$ cat config.mk
export PLATFORM = sky130hd
export DESIGN_NAME = serial_byte_feeder
export DESIGN_NICKNAME = d
export VERILOG_FILES = /design/src/rtl/serial_feeder_pkg.sv /design/src/rtl/serial_byte_feeder_fifo.sv /design/src/rtl/serial_byte_feeder.sv
export SDC_FILE = /design/constraint.sdc
export NUM_CORES = 1
export LEC_CHECK = 0
export ABC_AREA = 0
export BUFFER_PORTS_ARGS = -buffer_cell sky130_fd_sc_hd__clkbuf_2
export CORE_UTILIZATION = 47
export CTS_CLUSTER_SIZE = 16
export DETAILED_ROUTE_END_ITERATION = 10
export PLACE_DENSITY = 0.62
export SYNTH_ARGS = -nofsm -noshare
export SYNTH_HDL_FRONTEND = slang
export SYNTH_SLANG_ARGS = --single-unit
$ cat constraint.sdc
create_clock -name clk -period 2.7 [get_ports clk]
set_input_delay 0.405 -clock clk [delete_from_list [all_inputs] [get_ports clk]]
set_output_delay 0.405 -clock clk [all_outputs]
set_load 0.005 [all_outputs]
$ cat src/rtl/serial_feeder_pkg.sv
// Shared definitions for the serial byte feeder.
// Holds the default FIFO depth and histogram window size, the byte width,
// and the deserializer FSM state encoding.
package serial_feeder_pkg;

  localparam int DEPTH_DEF = 4;
  localparam int WIN_DEF   = 1024;
  localparam int BYTE_W    = 8;

  typedef enum logic [0:0] {
    UNSYNC = 1'b0,
    SHIFT  = 1'b1
  } fsm_state_e;

endpackage

$ cat src/rtl/serial_byte_feeder_fifo.sv
// byte_fifo: small synchronous byte FIFO with pointer-based full/empty.
// Ports:
//   clk, nrst  - clock, asynchronous active-low reset (pointers only)
//   clr        - synchronous clear, empties the FIFO
//   push, din  - write request and data; ignored when full unless a pop
//                is accepted in the same cycle
//   pop, dout  - read request; dout always shows the current head
//   full/empty - occupancy flags
module byte_fifo
  import serial_feeder_pkg::*;
#(
  parameter int DEPTH = DEPTH_DEF
) (
  input  logic              clk,
  input  logic              nrst,
  input  logic              clr,
  input  logic              push,
  input  logic              pop,
  input  logic [BYTE_W-1:0] din,
  output logic [BYTE_W-1:0] dout,
  output logic              full,
  output logic              empty
);

  localparam int AW = $clog2(DEPTH);

  logic [BYTE_W-1:0] mem_r [DEPTH];
  logic [AW:0]       wr_ptr_r;
  logic [AW:0]       rd_ptr_r;
  logic              wr_en_s;
  logic              rd_en_s;

  // The extra pointer MSB distinguishes full from empty when the indexes match.
  assign empty   = (wr_ptr_r == rd_ptr_r);
  assign full    = (wr_ptr_r[AW-1:0] == rd_ptr_r[AW-1:0]) &&
                   (wr_ptr_r[AW] != rd_ptr_r[AW]);
  assign rd_en_s = pop && !empty;
  // A full FIFO still accepts a push when the head leaves in the same cycle.
  assign wr_en_s = push && (!full || rd_en_s);
  assign dout    = mem_r[rd_ptr_r[AW-1:0]];

  // Read and write pointers; clear returns both to zero.
  always_ff @(posedge clk or negedge nrst) begin
    if (!nrst) begin
      wr_ptr_r <= {(AW+1){1'b0}};
      rd_ptr_r <= {(AW+1){1'b0}};
    end else if (clr) begin
      wr_ptr_r <= {(AW+1){1'b0}};
      rd_ptr_r <= {(AW+1){1'b0}};
    end else begin
      if (wr_en_s) begin
        wr_ptr_r <= wr_ptr_r + (AW+1)'(1);
      end
      if (rd_en_s) begin
        rd_ptr_r <= rd_ptr_r + (AW+1)'(1);
      end
    end
  end

  // Storage array; contents are don't-care while the pointers say empty.
  always_ff @(posedge clk) begin
    if (wr_en_s && !clr) begin
      mem_r[wr_ptr_r[AW-1:0]] <= din;
    end
  end

endmodule

$ cat src/rtl/serial_byte_feeder.sv
// serial_byte_feeder: deserializes an MSB-first bit stream into bytes,
// buffers them in a small FIFO and feeds a downstream histogram stage.
// Ports:
//   clk, nrst      - clock, asynchronous active-low reset
//   sin, sin_valid - serial bit and its qualifier
//   sync           - marks the qualified bit as bit 7 of a new byte
//   hold           - downstream stall, blocks emission
//   clr            - synchronous soft clear (highest priority)
//   write, data    - registered byte strobe and byte
//   win_cnt        - bytes emitted in the current window
//   win_done       - pulse with the WIN-th write of a window
//   overflow       - sticky: a byte was dropped on a full FIFO
module serial_byte_feeder
  import serial_feeder_pkg::*;
#(
  parameter int DEPTH = DEPTH_DEF,
  parameter int WIN   = WIN_DEF
) (
  input  logic                   clk,
  input  logic                   nrst,
  input  logic                   sin,
  input  logic                   sin_valid,
  input  logic                   sync,
  input  logic                   hold,
  input  logic                   clr,
  output logic                   write,
  output logic [BYTE_W-1:0]      data,
  output logic [$clog2(WIN)-1:0] win_cnt,
  output logic                   win_done,
  output logic                   overflow
);

  localparam int CW    = $clog2(BYTE_W);
  localparam int CNT_W = $clog2(WIN);

  fsm_state_e        state_r;
  fsm_state_e        state_nxt_s;
  logic [CW-1:0]     bit_cnt_r;
  logic [CW-1:0]     bit_cnt_nxt_s;
  logic [BYTE_W-1:0] shift_r;
  logic [BYTE_W-1:0] shift_nxt_s;
  logic [BYTE_W-1:0] byte_s;
  logic              push_s;
  logic              pop_s;
  logic              ovf_set_s;
  logic              fifo_full_s;
  logic              fifo_empty_s;
  logic [BYTE_W-1:0] fifo_dout_s;

  logic              write_r;
  logic [BYTE_W-1:0] data_r;
  logic [CNT_W-1:0]  win_cnt_r;
  logic              win_done_r;
  logic              overflow_r;

  // Deserializer state, bit count and shift register.
  always_ff @(posedge clk or negedge nrst) begin
    if (!nrst) begin
      state_r   <= UNSYNC;
      bit_cnt_r <= {CW{1'b0}};
      shift_r   <= {BYTE_W{1'b0}};
    end else begin
      state_r   <= state_nxt_s;
      bit_cnt_r <= bit_cnt_nxt_s;
      shift_r   <= shift_nxt_s;
    end
  end

  // Deserializer next state: clr beats sync, sync beats normal shifting.
  always_comb begin
    state_nxt_s   = state_r;
    bit_cnt_nxt_s = bit_cnt_r;
    shift_nxt_s   = shift_r;
    push_s        = 1'b0;
    byte_s        = {shift_r[BYTE_W-2:0], sin};
    if (clr) begin
      state_nxt_s   = UNSYNC;
      bit_cnt_nxt_s = {CW{1'b0}};
      shift_nxt_s   = {BYTE_W{1'b0}};
    end else if (sync) begin
      state_nxt_s = SHIFT;
      if (sin_valid) begin
        // The sync bit lands in the LSB and reaches bit 7 after 7 more shifts.
        shift_nxt_s   = {{(BYTE_W-1){1'b0}}, sin};
        bit_cnt_nxt_s = CW'(1);
      end else begin
        shift_nxt_s   = {BYTE_W{1'b0}};
        bit_cnt_nxt_s = {CW{1'b0}};
      end
    end else begin
      case (state_r)
        UNSYNC: begin
          state_nxt_s = UNSYNC;
        end
        SHIFT: begin
          if (sin_valid) begin
            shift_nxt_s = byte_s;
            if (bit_cnt_r == CW'(BYTE_W-1)) begin
              push_s        = 1'b1;
              bit_cnt_nxt_s = {CW{1'b0}};
            end else begin
              bit_cnt_nxt_s = bit_cnt_r + CW'(1);
            end
          end else begin
            bit_cnt_nxt_s = bit_cnt_r;
          end
        end
        default: begin
          state_nxt_s   = UNSYNC;
          bit_cnt_nxt_s = {CW{1'b0}};
          shift_nxt_s   = {BYTE_W{1'b0}};
        end
      endcase
    end
  end

  // A pop only ever sees bytes already stored, so an empty FIFO never bypasses.
  assign pop_s     = !fifo_empty_s && !hold && !clr;
  assign ovf_set_s = push_s && fifo_full_s && !pop_s;

  byte_fifo #(
    .DEPTH (DEPTH)
  ) u_fifo (
    .clk   (clk),
    .nrst  (nrst),
    .clr   (clr),
    .push  (push_s),
    .pop   (pop_s),
    .din   (byte_s),
    .dout  (fifo_dout_s),
    .full  (fifo_full_s),
    .empty (fifo_empty_s)
  );

  // Output register, window counter and sticky overflow; data survives clr.
  always_ff @(posedge clk or negedge nrst) begin
    if (!nrst) begin
      write_r    <= 1'b0;
      data_r     <= {BYTE_W{1'b0}};
      win_cnt_r  <= {CNT_W{1'b0}};
      win_done_r <= 1'b0;
      overflow_r <= 1'b0;
    end else if (clr) begin
      write_r    <= 1'b0;
      win_cnt_r  <= {CNT_W{1'b0}};
      win_done_r <= 1'b0;
      overflow_r <= 1'b0;
    end else begin
      write_r    <= pop_s;
      win_done_r <= pop_s && (win_cnt_r == CNT_W'(WIN-1));
      if (pop_s) begin
        data_r    <= fifo_dout_s;
        win_cnt_r <= win_cnt_r + CNT_W'(1);
      end
      if (ovf_set_s) begin
        overflow_r <= 1'b1;
      end
    end
  end

  assign write    = write_r;
  assign data     = data_r;
  assign win_cnt  = win_cnt_r;
  assign win_done = win_done_r;
  assign overflow = overflow_r;

endmodule

Word level (Yosys, flattened, before mapping)
Memories as Yosys holds them, arrays and structs flattened. A register that Yosys moved wholly into a read port is not among the register bits.
Cells that the tools add are included.
Widths: inputs -> output; s select.

operators by class
  magnitude comparators = 0
  $add $sub $neg = 4
  div/mod/pow operators = 0
  bitwise operators = 1
  $mul = 0
  reductions and logical operators = 24
  mux-type cells = 31
  shift operators = 0
  equal/unequal tests = 5

operators with widths
  kind                   number
  $mux 7                 4
  $mux 3                 9
  $mux 10                2
  $mux 1                 16
  $add 10x1->10 const B  1
  $eq 10x10->1 const B   1
  $add 3x1->3 const B    3
  $logic_and 1x1->1      9
  $reduce_bool 2->1      4
  $logic_not 1->1        6
  $reduce_bool 3->1      2
  $reduce_and 2->1       2
  $eq 3x3->1             1
  $eq 3x3->1 const B     1
  $eq 2x2->1             1
  $logic_or 1x1->1       1
  $ne 1x1->1             1
  $not 1->1              1

word-level totals
  output and inout port bits = 21
  memory bits (writable) = 32
  memories = 1
  input port bits = 7
  memory bits (read-only) = 0
  latch bits = 0
  logic and storage cells = 75
  bits in registers = 30

memories
  memory        words  width  read ports  clocked after Yosys merged registers in  wr ports  line                           RTL
  u_fifo.mem_r  4      8      1           1                                        1         serial_byte_feeder_fifo.sv:27  logic [BYTE_W-1:0] mem_r [DEPTH];

Longest topological paths before layout
  depth in word-level cells = 10
  depth in mapped cells = 6
  gate-level depth less buffers = 6

Cells and area by module
Synthesis repeated with hierarchy kept, for this count alone.

second synthesis, totals
  cells, all modules = 230
  area total of the unflattened synthesis = 3,118.0 sq um

modules (own cells, without submodules)
  module              instances  seq. area each (sq um)  area each (sq um)  cells an instance
  byte_fifo           1          1,111.1                 1,704.1            97
  serial_byte_feeder  1          800.8                   1,413.9            133

Worst setup path after synthesis
OpenSTA, ideal clock, no wires.

  path kind = input -> register
  from = input clr
  to = memory u_fifo.mem_r[3][0] (enable)
  cell stages on the path = 4
  slack = 0.854 ns
  path buffers = 1
  data arrival time = 1.506 ns
  setup time = 0.340 ns
  data required time = 2.360 ns
  cell sequence = or2_2 -> clkbuf_1 -> nor3_2 -> and3_1

between the ends
  cells in the longest elaborated chain, start to end = 8

RTL lines
  item                              line                                                      RTL
  start, declared                   serial_byte_feeder.sv:25                                  input logic clr,
  $logic_not 1->1                   serial_byte_feeder_fifo.sv:62, serial_byte_feeder.sv:118
  $logic_and 1x1->1                 serial_byte_feeder.sv:118                                 assign pop_s = !fifo_empty_s && !hold && !clr;
  $logic_and 1x1->1                 serial_byte_feeder_fifo.sv:37                             assign rd_en_s = pop && !empty;
  $logic_or 1x1->1                  serial_byte_feeder_fifo.sv:39                             assign wr_en_s = push && (!full || rd_en_s);
  $logic_and 1x1->1                 serial_byte_feeder_fifo.sv:39
  $logic_and 1x1->1 (*)             serial_byte_feeder_fifo.sv:62                             if (wr_en_s && !clr) begin
  $mux 1 (*)                        serial_byte_feeder_fifo.sv:62
  $mux 1 (not written as such) (*)  serial_byte_feeder_fifo.sv:63                             mem_r[wr_ptr_r[AW-1:0]] <= din;
  end, declared                     serial_byte_feeder_fifo.sv:27

Mark *: on every way between the ends. The rest lies on a longest branch, timed or not.

Final worst setup path
  from = register bit_cnt_r[0]
  to = memory u_fifo.mem_r[3][2] (enable)

between the ends
  cells in the longest elaborated chain, start to end = 10

RTL lines
  item                          line                           RTL
  start, declared               serial_byte_feeder.sv:38       logic [CW-1:0] bit_cnt_r;
  start signal, assigned        serial_byte_feeder.sv:60       bit_cnt_r <= {CW{1'b0}};
  start signal, assigned        serial_byte_feeder.sv:64       bit_cnt_r <= bit_cnt_nxt_s;
  $eq 3x3->1                    serial_byte_feeder.sv:98       if (bit_cnt_r == CW'(BYTE_W-1)) begin
  $mux 1                        serial_byte_feeder.sv:98
  $mux 1                        serial_byte_feeder.sv:96       if (sin_valid) begin
  $mux 1                        serial_byte_feeder.sv:91       case (state_r)
  $mux 1                        serial_byte_feeder.sv:80       end else if (sync) begin
  $mux 1                        serial_byte_feeder.sv:76       if (clr) begin
  $logic_and 1x1->1             serial_byte_feeder_fifo.sv:39
  $logic_and 1x1->1             serial_byte_feeder_fifo.sv:62
  $mux 1                        serial_byte_feeder_fifo.sv:62
  $mux 1 (not written as such)  serial_byte_feeder_fifo.sv:63

Every way passes these cells.

==> impl_metrics.yaml <==
final_layout:
  num_antenna_cells: 0
  layout_commonest_cell: "dfrtp_1"
  area_growth_pct: 13.35
  design_area_um2: 3421
  mostFrequentLayoutCells: "dfrtp_1, edfxtp_1, clkbuf_2"
  layout.nets: 266
  layout-drive-gt1-share: 0.2539
timing:
  skew_ns: 0.004596
  rsz0062_at_grt: "false"
  max_slew_margin: 0.3607
  finalSetupViolCount: 0
  worst_slew_pin_slew_ns: 0.9589
  fin_setup_tns_ns: 0
  fin_crit_ns: 2.005
  hold_violations: 0
  max_freq_mhz: 498.7
  period_share: 0.7427
  slew_violations: 0
grt:
  gr-total-overflow: 0
  grt_pass1_wl_mm: 8.597
  grt_antenna_before_repair: 0
  grt_max_degree: 39
  grt_pass1_vias: 1673
  track_usage: 0.1812
floorplan:
  die_y_um: 82.13
  fp.dieW_um: 82.13
  io_pins: 28
  die_area_um2: 6745
  floorplan.initialDensity: 0.4979
  rows: 28
  core-area_um2: 6061
logic_synthesis:
  ys_seq_elements: 70
  yosys_warnings: 0
  synth_edf_count: 32
  ys.flop_type: "dfrtp_1"
  synth_nets: 233
  postSynthAreaPerCell_um2: 13.84
  synthCells: 218
  yosysSeqAreaShare: 0.6335
  async_flop_share: 0.5429
  syn-cell-area_um2: 3018
  ys_types: 45
power:
  ir_worst_vdd_uv: 317.3
  powerDensity_nw_per_um2: 607.8
  fin_total_pwr_mw: 2.079
  leakagePower_nw: 1.325
clock_network:
  insertion_delay_ns: 0.34
  cts_resized: 0
  cts_tree: "yes"
  clock_path_buffers: 2
  htree_levels: 3
  clkTransAtPathRegs_ns: 0.07
  cts_buffers: 9
  cts_sinks: 70
  cts_setup_buffers: 0
  holdBufCountCts: 0
  ctsRootBufferMaster: "clkbuf_8"
worst_setup_path:
  worstPathArrival_ns: 2.00
  r2r_slack_ns: 0.69
  worst-setup-path-type: "reg2reg"
  worstPathRequired_ns: 2.69
  crit_path_end_kind: "flip-flop"
  cp-start-kind: "flip-flop"
  crit_path_max_fanout: 9
detailed_routing:
  wl_met2_mm: 2.277
  first_pass_iters: 4
  avgRoutedWirePerCell_um: 15.82
  vias: 1787
  met1Wirelength_mm: 2.718
  drtAntennaViolNets: 0
  wl_mm: 5.238
  drtIter0Drc: 109
  wl_met3_um: 190
  drc: 0
  vias_per_cell: 5.399
  top_layer: "met4"
min_path:
  hold_class: "in2async"
placement:
  placed_cell_area_um2: 3223
  gp_congestion: 0.7316
  hpwl_mm: 3.541
  port_buffers: 27
status:
  status: "finished, final reports clean"
job:
  max_cap_violations: 0
[layout make-up]
| class | instances | area [um2] |
|---|---|---|
| clock inverters | 7 | 73.82 |
| repair buffers | 29 | 150.1 |
| multi-input cells | 134 | 1041 |
| inverters | 7 | 26.28 |
| well taps | 75 | 93.84 |
| flip-flops and latches | 70 | 1912 |
| clock buffers | 9 | 123.9 |
| fillers | 487 | 2640 |
[registers in the layout (all words and copies together) (netlist names)]
signal / flops
bit_cnt_r: 3
data: 8
overflow: 1
shift_r: 7
state_r: 1
u_fifo.mem_r: 32
u_fifo.rd_ptr_r: 3
u_fifo.wr_ptr_r: 3
win_cnt: 10
win_done: 1
write: 1
[cell usage after synthesis (all sizes together) (2+ instances only)]
| master | count | area share |
|---|---|---|
| o31ai | 3 | 0.0075 |
| a31o | 2 | 0.0087 |
| dfrtp | 38 | 0.32 |
| clkbuf | 4 | 0.0050 |
| mux4 | 8 | 0.065 |
| nand3 | 5 | 0.0083 |
| ha | 8 | 0.033 |
| nor2 | 9 | 0.014 |
| or3 | 4 | 0.0083 |
| nand2 | 26 | 0.032 |
| edfxtp | 32 | 0.32 |
| nand2b | 3 | 0.0062 |
| and2 | 2 | 0.0041 |
| inv | 7 | 0.0087 |
| o21ai | 5 | 0.0083 |
| a31oi | 2 | 0.0062 |
| nand3b | 2 | 0.0050 |
| and3 | 4 | 0.0083 |
| xnor2 | 6 | 0.022 |
| buf | 3 | 0.0079 |
| a21oi | 20 | 0.033 |
| nand4 | 2 | 0.0041 |
| mux2 | 8 | 0.030 |
[per-layer routing]
layer,vias up,track usage
li1,875,-
met1,867,0.2801
met2,40,0.2364
met3,5,0.04286
met4,0,0.08947
met5,-,0
[path summary, 6_finish.rpt]
kind | cells past startpoint | startpoint | endpoint
worst max-delay path | 5 | bit_cnt_r[0]$_DFFE_PN0P_ | u_fifo.mem_r[3][2]$_DFFE_PP_
worst min-delay path | 1 | nrst | data[4]$_DFFE_PN0P_
worst max register to register | 5 | bit_cnt_r[0]$_DFFE_PN0P_ | u_fifo.mem_r[3][2]$_DFFE_PP_
worst min register to register | 1 | data[3]$_DFFE_PN0P_ | data[3]$_DFFE_PN0P_
max in group asynchronous | 1 | nrst | shift_r[2]$_DFFE_PN0P_
min in group clk | 1 | sin | u_fifo.mem_r[3][0]$_DFFE_PP_
[logic make-up after synthesis]
| family | after synthesis | synth area share |
|---|---|---|
| compound gates | 38 | 0.07961 |
| xor+xnor | 7 | 0.02529 |
| fa+ha+maj | 8 | 0.03317 |
| buf+inv | 14 | 0.02156 |
| flops | 70 | 0.6335 |
| mux | 17 | 0.09785 |
| simple gates | 64 | 0.1090 |
[worst max-delay path: stages, from the launching register on]
cell and delay (ns):
dfrtp_1 0.38, ha_1 0.17, ha_1 0.19, inv_1 0.06
nor3_2 0.37, and3_1 0.48
[report_power, final]
group          switching [mW]  internal [mW]  total [mW]
Combinational          0.0489         0.0470      0.0958
Sequential             0.0163           1.14        1.16
Clock                   0.399          0.429       0.828
[per-stage QoR]
stage	worst slack (ns)	hold slack [ns]	std cells	utilization
after global routing	0.5119	0.2899	331	0.5644
after CTS	0.6796	0.2347	331	0.5644
after detailed placement	0.6055	0.4956	315	0.5318
after global placement	0.6270	0.4894	315	0.5318
after floorplan	0.8543	0.1094	218	-
final	0.6948	0.2048	331	0.5644
Note: power is estimated with default switching activity, not from simulation.
